`config.mk`:
```
export PLATFORM = sky130hd
export DESIGN_NAME = jtframe_snd_comm
export DESIGN_NICKNAME = d
export VERILOG_FILES = /design/src/rtl/jtframe_snd_comm_pkg.sv /design/src/rtl/jtframe_snd_fifo.sv /design/src/rtl/jtframe_snd_comm.sv
export SDC_FILE = /design/constraint.sdc
export NUM_CORES = 1
export LEC_CHECK = 0
export ABC_CLOCK_PERIOD_IN_PS = 3000
export CAP_MARGIN = 10
export CORE_MARGIN = 3
export CORE_UTILIZATION = 45
export DETAILED_ROUTE_END_ITERATION = 10
export PLACE_DENSITY = 0.79
export SETUP_SLACK_MARGIN = 0.2
export SLEW_MARGIN = 25
export SYNTH_ARGS = -nofsm -noshare
export SYNTH_HDL_FRONTEND = slang
export SYNTH_SLANG_ARGS = --single-unit
export TNS_END_PERCENT = 5
```
`constraint.sdc`:
```
create_clock -name clk -period 3 [get_ports clk]
set_input_delay 0.6 -clock clk [delete_from_list [all_inputs] [get_ports clk]]
set_output_delay 0.6 -clock clk [all_outputs]
set_load 0.02 [all_outputs]
```
`src/rtl/jtframe_snd_comm_pkg.sv`:
```
// jtframe_snd_comm_pkg
// Shared definitions for the main-to-sound communication block:
//   IRQ_LEVEL / IRQ_LATCH : encodings of the IRQ_MODE parameter
//   chan_width()          : width of a channel selector for a given channel count
package jtframe_snd_comm_pkg;

    localparam int IRQ_LEVEL = 0;
    localparam int IRQ_LATCH = 1;

    // A single channel still needs a 1-bit selector port, so $clog2(1)=0 is guarded
    function automatic int chan_width(input int ch);
        return (ch > 1) ? $clog2(ch) : 1;
    endfunction

endpackage

```
`src/rtl/jtframe_snd_fifo.sv`:
```
// jtframe_snd_fifo
// One main-to-sound channel: circular buffer of 2**AW words with show-ahead output.
// Ports:
//   clk, rst  : clock, synchronous active-high reset
//   push, din : write strobe and word
//   pop       : read strobe (advances the head)
//   dout      : current head word, or FILL when empty
//   empty     : no words stored
//   full      : 2**AW words stored
//   ovf_set   : one-cycle pulse when a push is dropped because the buffer is full
module jtframe_snd_fifo
    import jtframe_snd_comm_pkg::*;
#(
    parameter int             DW   = 8,
    parameter int             AW   = 2,
    parameter logic [DW-1:0]  FILL = DW'(8'hFF)
) (
    input  logic          clk,
    input  logic          rst,
    input  logic          push,
    input  logic [DW-1:0] din,
    input  logic          pop,
    output logic [DW-1:0] dout,
    output logic          empty,
    output logic          full,
    output logic          ovf_set
);

    localparam int DEPTH = 1 << AW;

    logic [DW-1:0] mem [DEPTH];
    logic [AW-1:0] wr_ptr, rd_ptr;
    logic [AW:0]   count;
    logic          do_push, do_pop;

    assign empty   = (count == '0);
    assign full    = (count == (AW+1)'(DEPTH));
    assign do_pop  = pop & ~empty;
    // A full buffer still accepts a push when a pop frees the head slot in the same cycle
    assign do_push = push & (~full | do_pop);
    assign ovf_set = push & full & ~do_pop;
    assign dout    = empty ? FILL : mem[rd_ptr];

    // Storage is not reset; the cleared pointers make any stale words invisible
    always_ff @(posedge clk) begin
        if (do_push) mem[wr_ptr] <= din;
    end

    always_ff @(posedge clk) begin
        if (rst) begin
            wr_ptr <= '0;
            rd_ptr <= '0;
            count  <= '0;
        end else begin
            if (do_push) wr_ptr <= wr_ptr + 1'b1;
            if (do_pop)  rd_ptr <= rd_ptr + 1'b1;
            case ({do_push, do_pop})
                2'b10:   count <= count + 1'b1;
                2'b01:   count <= count - 1'b1;
                default: count <= count;
            endcase
        end
    end

endmodule

```
`src/rtl/jtframe_snd_comm.sv`:
```
// jtframe_snd_comm
// Main-CPU to sound-CPU communication: CH per-channel FIFOs, a selectable-mode IRQ
// and a sound-to-main reply latch with a "new data" flag.
// Ports:
//   clk, rst                      : clock, synchronous active-high reset
//   main_wr, main_ch, main_din    : push strobe, target channel, word
//   main_full, main_ovf, ovf_clr  : per-channel full, sticky overflow, overflow clear
//   main_reply, main_reply_new    : last reply word and its unread flag
//   main_reply_rd                 : clears main_reply_new
//   snd_rd, snd_ch, snd_dout      : pop strobe, channel select, show-ahead head word
//   snd_empty                     : per-channel empty
//   snd_wr, snd_din               : reply write strobe and word
//   irq_en, snd_irq_ack, snd_irq_n: IRQ enable mask, acknowledge, active-low IRQ
module jtframe_snd_comm
    import jtframe_snd_comm_pkg::*;
#(
    parameter int             DW       = 8,
    parameter int             AW       = 2,
    parameter int             CH       = 1,
    parameter int             IRQ_MODE = 1,
    parameter logic [DW-1:0]  FILL     = DW'(8'hFF)
) (
    input  logic                        clk,
    input  logic                        rst,
    input  logic                        main_wr,
    input  logic [chan_width(CH)-1:0]   main_ch,
    input  logic [DW-1:0]               main_din,
    output logic [CH-1:0]               main_full,
    output logic [CH-1:0]               main_ovf,
    input  logic                        ovf_clr,
    output logic [DW-1:0]               main_reply,
    output logic                        main_reply_new,
    input  logic                        main_reply_rd,
    input  logic                        snd_rd,
    input  logic [chan_width(CH)-1:0]   snd_ch,
    output logic [DW-1:0]               snd_dout,
    output logic [CH-1:0]               snd_empty,
    input  logic                        snd_wr,
    input  logic [DW-1:0]               snd_din,
    input  logic [CH-1:0]               irq_en,
    input  logic                        snd_irq_ack,
    output logic                        snd_irq_n
);

    localparam int CW = chan_width(CH);

    logic [CH-1:0] push_v, pop_v, ovf_set, push_ok;
    logic [DW-1:0] fifo_dout [CH];
    logic          pending, pending_next;

    // Channel decode: selector values at or above CH match no channel and are ignored
    for (genvar i = 0; i < CH; i++) begin : g_ch
        assign push_v[i]  = main_wr & (main_ch == CW'(i));
        assign pop_v[i]   = snd_rd  & (snd_ch  == CW'(i));
        assign push_ok[i] = push_v[i] & (~main_full[i] | pop_v[i]);

        jtframe_snd_fifo #(.DW(DW), .AW(AW), .FILL(FILL)) u_fifo (
            .clk    (clk),
            .rst    (rst),
            .push   (push_v[i]),
            .din    (main_din),
            .pop    (pop_v[i]),
            .dout   (fifo_dout[i]),
            .empty  (snd_empty[i]),
            .full   (main_full[i]),
            .ovf_set(ovf_set[i])
        );
    end

    // Read mux; an out-of-range selector reads as an empty channel
    always_comb begin
        snd_dout = FILL;
        for (int i = 0; i < CH; i++) begin
            if (snd_ch == CW'(i)) snd_dout = fifo_dout[i];
        end
    end

    // Sticky overflow flags: a new overflow beats a clear in the same cycle
    always_ff @(posedge clk) begin
        if (rst) main_ovf <= '0;
        else     main_ovf <= ovf_set | (main_ovf & ~{CH{ovf_clr}});
    end

    // Latched mode: a push beats an acknowledge in the same cycle
    assign pending_next = (|(push_ok & irq_en)) | (pending & ~snd_irq_ack);

    // The IRQ output is always a register so the sound CPU never sees decode glitches
    always_ff @(posedge clk) begin
        if (rst) begin
            pending   <= 1'b0;
            snd_irq_n <= 1'b1;
        end else if (IRQ_MODE == IRQ_LATCH) begin
            pending   <= pending_next;
            snd_irq_n <= ~pending_next;
        end else begin
            pending   <= 1'b0;
            snd_irq_n <= ~|(~snd_empty & irq_en);
        end
    end

    // Reply latch: a fresh write keeps the flag set even if read in the same cycle
    always_ff @(posedge clk) begin
        if (rst) begin
            main_reply     <= '0;
            main_reply_new <= 1'b0;
        end else if (snd_wr) begin
            main_reply     <= snd_din;
            main_reply_new <= 1'b1;
        end else if (main_reply_rd) begin
            main_reply_new <= 1'b0;
        end
    end

endmodule

```
==> results.txt <==
The initial antenna violation count is 0. The total instance count after detailed placement is 249. In the global route stage, overall resource usage came out at 16.4%.

Once detailed placement completed, the half-perimeter wirelength came to 3.21 mm. Row generation in the floorplan step produced 24 rows. The number of design-rule violations left by the first detailed-router iteration is 126. The total power draw came out at 1500 uW. The TritonCTS clock tree is yes.

The cell area after placement came out at 2680 sq um. The clock-pin slew on the worst setup and hold paths came out at 0.09 ns. Dividing the detail-routed wire length by the instance count gives 16.9 um.

The detail-routed via count per cell came out at 5.45. The clock latency reported for the late side of the worst-skew pair came out at 0.30 ns. The number of max-cap violations came out at 0. By instance count, the leading cell after synthesis is sky130_fd_sc_hd__edfxtp_1. Data on the critical path arrives at its endpoint at 2.21 ns.

The static power due to leakage is 0.000990 uW. The synthesized netlist net count is 187. STA classifies the critical path startpoint as a flop.

By count the netlist is led by sky130_fd_sc_hd__edfxtp_1 (32), sky130_fd_sc_hd__dfxtp_1 (21), sky130_fd_sc_hd__nor2_1 (13). The sequential element share of the synthesized area is 63.9%. Clock tree synthesis selected as its root buffer the cell sky130_fd_sc_hd__clkbuf_8. The worst min-delay path category is reg -> reg.

For the pin with the worst max-slew slack, the measured transition is 0.487 ns. The ratio of final minimum period to clock period is 93.6%. The sum of routed wire length over all layers is 4.34 mm. For this run, the slowest stage of the critical path takes 0.55 ns.

The number of synthesized flops with an enable pin came out at 32. The starting density of the core came out at 48.0%. The required time of the worst setup path came out at 2.40 ns.

The final worst slack is 0.191 ns. The number of post-CTS setup repair buffers came out at 0. Once layout is done, the placed cells without fillers occupy 2790 sq um. The maximum root-to-sink buffer count is 2. The weighted congestion reported at the end of routability-driven placement is 0.851. The worst hold path begins at main_ovf. Of the cells placed in the final design, the portion with a size suffix greater than 1 is 9.76%. The post-synthesis to final-layout area growth is 29.0%.

The total count of hold-check failures in the final report was 0. The synthesized design spends more area on one cell type than any other, namely sky130_fd_sc_hd__edfxtp_1. The TritonCTS buffer count is 5. The fraction of the core area covered by cells at the end of the flow came out at 61.9%.

The synthesized flop and latch total came out at 53. The critical path in this run is classified as reg -> out. The slowest library cell on the worst path is sky130_fd_sc_hd__clkdlybuf4s50_1. The synthesized design devotes to its leading area cell type 44.4% of total area. The via count of the first global-routing pass came out at 1412. The count of nets left with antenna violations once routing finished came out at 0. The number of instances in the synthesized netlist is 154.

The post-layout minimum cycle time is 2.81 ns. The number of H-tree levels came out at 2. The die span in y came out at 75.3 um. The die is 75.3 um wide. The total die area is 5680 sq um. Synthesis instantiated 33 different standard cells from the library. The number of nets in the layout is 237. The maximum fanout along the worst path is 8. The mean area per synthesized cell came out at 14.0 sq um. The worst vdd rail ir drop came out at 0.000354 V. The capturing element type of the critical path is an output pin. Before CTS, the worst setup slack after placement is -0.0363 ns. The path with the worst hold slack has its endpoint at main_ovf. The setup check on the worst reg-to-reg path leaves a slack of 0.55 ns. After global routing the overflow that remains totals 0. The total number of vias is 1401. The antenna diode count is 0. The number of cell instances on the worst register-to-register path is 10. The startpoint identified for the worst register-to-register timing path is g_ch[0].u_fifo.count[0]. Walking the worst path, the cells encountered are buf_4 -> mux4_2 -> or3_1 -> clkdlybuf4s50_1. The hold-critical path depth came out at 2.

The global-route wire length before repair came out at 6.77 mm. The DRC violation count after routing is 0. The CTS sink count came out at 53. The highest attainable clock frequency is 356 MHz. The number of optimization iterations in the first detailed-route pass came out at 4. The areal power density over the cells came out at 539 nW/um^2.

The core outline area came out at 4500 sq um. The final count of negative-setup-slack endpoints is 0. In this run the critical register-to-register path is captured at g_ch[0].u_fifo.count[2]. In the synthesized netlist the dominant register cell turns out to be sky130_fd_sc_hd__edfxtp_1. The Yosys step of the flow raised 0 warnings. The relative slew slack came out at 67.4%. The setup skew after layout came out at 0.00540 ns.

The number of pins with negative max-slew slack in the final report was 0. 48 I/O pins were placed. Summing every instance area after synthesis gives 2160 sq um. By area the synthesized netlist is led by sky130_fd_sc_hd__edfxtp_1 (44%), sky130_fd_sc_hd__dfxtp_1 (19%), sky130_fd_sc_hd__mux4_2 (8.3%).

The count of buffers from port buffering is 47. The fraction of synthesis flops using an asynchronous set or reset pin is 0%. Setup repair after global routing could not meet its margin everywhere. The non-filler instance count after layout came out at 257. Buffers inserted to repair hold after CTS numbered 0. The maximum number of pins on one net before global-route repair is 22. The flow ran to the end, and the final reports show no timing, DRC or antenna violations.
-- cell type report --
type,count,area [sq um]
multi-input combinational,84,704
sequential,53,1380
inverter,10,37.5
fill,340,1710
clock inverter,2,35.0
tap,52,65.1
timing repair buffer,50,494
clock buffer,6,72.6
-- where the power goes --
part | switching (uW) | internal (uW) | total, uW
sequential | 13.7 | 797 | 811
clock | 219 | 248 | 467
combinational | 111 | 115 | 226
total | 345 | 1160 | 1500
-- cell usage in the layout (no fill, tap or decap), types with 2 or more instances in the layout --
cell type,instances
sky130_fd_sc_hd__or3_1,10
sky130_fd_sc_hd__o21ai_0,2
sky130_fd_sc_hd__nor2_1,13
sky130_fd_sc_hd__mux2i_1,8
sky130_fd_sc_hd__inv_1,9
sky130_fd_sc_hd__a21oi_1,9
sky130_fd_sc_hd__mux4_2,8
sky130_fd_sc_hd__clkdlybuf4s50_1,45
sky130_fd_sc_hd__edfxtp_1,32
sky130_fd_sc_hd__nor2b_1,4
sky130_fd_sc_hd__clkbuf_8,5
sky130_fd_sc_hd__nand2b_1,3
sky130_fd_sc_hd__dfxtp_1,21
sky130_fd_sc_hd__ha_1,5
sky130_fd_sc_hd__nand3_1,3
sky130_fd_sc_hd__xor2_1,2
sky130_fd_sc_hd__and2_1,4
sky130_fd_sc_hd__buf_4,3
-- layer usage --
layer,vias up,share of wire (%),global-route usage [%]
met2,33,56,29.1
met4,0,2.4,5.63
met1,700,39,19.3
met5,-,0,0
li1,659,-,-
met3,9,2.9,3.96
-- worst max-delay path, delay by kind of cell, from the launching register on --
family | cells | cell delay [ns]
and+or+nand+nor | 1 | 0.34
buffers and inverters | 2 | 0.75
muxes | 1 | 0.51
DFF | 1 | 0.32
-- how the worst max path moves through the flow --
| stage | end | slack (ns) | cells past startpoint |
|---|---|---|---|
| after global routing | snd_dout[0] | 0.10 | 4 |
| after CTS | snd_dout[7] | 0.17 | 4 |
| after detailed placement | g_ch[0].u_fifo.count[2] | -0.04 | 10 |
| after floorplan | g_ch[0].u_fifo.count[2] | 0.73 | 10 |
| final | snd_dout[1] | 0.19 | 4 |
| after global placement | g_ch[0].u_fifo.count[2] | 0.15 | 10 |
-- state kept, by name, indices dropped and copies added (netlist names), named ones only --
name / flops
g_ch.u_fifo.count: 3
snd_irq_n: 1
main_ovf: 1
g_ch.u_fifo.mem: 32
pending: 1
main_reply_new: 1
g_ch.u_fifo.rd_ptr: 2
g_ch.u_fifo.wr_ptr: 2
main_reply: 8
-- what timing repair did --
action / CTS / global route
endpoints found under the setup margin: 6 / 8
endpoints found under the hold margin: 0 / 0
resized for setup: 1 / 1
-- stage by stage --
| stage | TNS, ns | hold slack [ns] |
|---|---|---|
| floorplan | 0 | 0.455 |
| global placement | 0 | 0.462 |
| detailed placement | -0.0363 | 0.463 |
| CTS | 0 | 0.478 |
| global route | 0 | 0.504 |
| finish | 0 | 0.477 |
-- kinds of logic (layout without fill, tap and decap cells) --
| family | after synthesis | count (layout) | synth area share (%) |
|---|---|---|---|
| compound gates | 17 | 17 | 4.80 |
| simple gates | 43 | 43 | 11.1 |
| xor+xnor | 2 | 2 | 0.810 |
| flops | 53 | 53 | 63.9 |
| mux | 16 | 16 | 12.0 |
| fa+ha+maj | 6 | 6 | 3.82 |
| buf+inv | 17 | 68 | 3.59 |
Power figures use the tool's default switching activity.
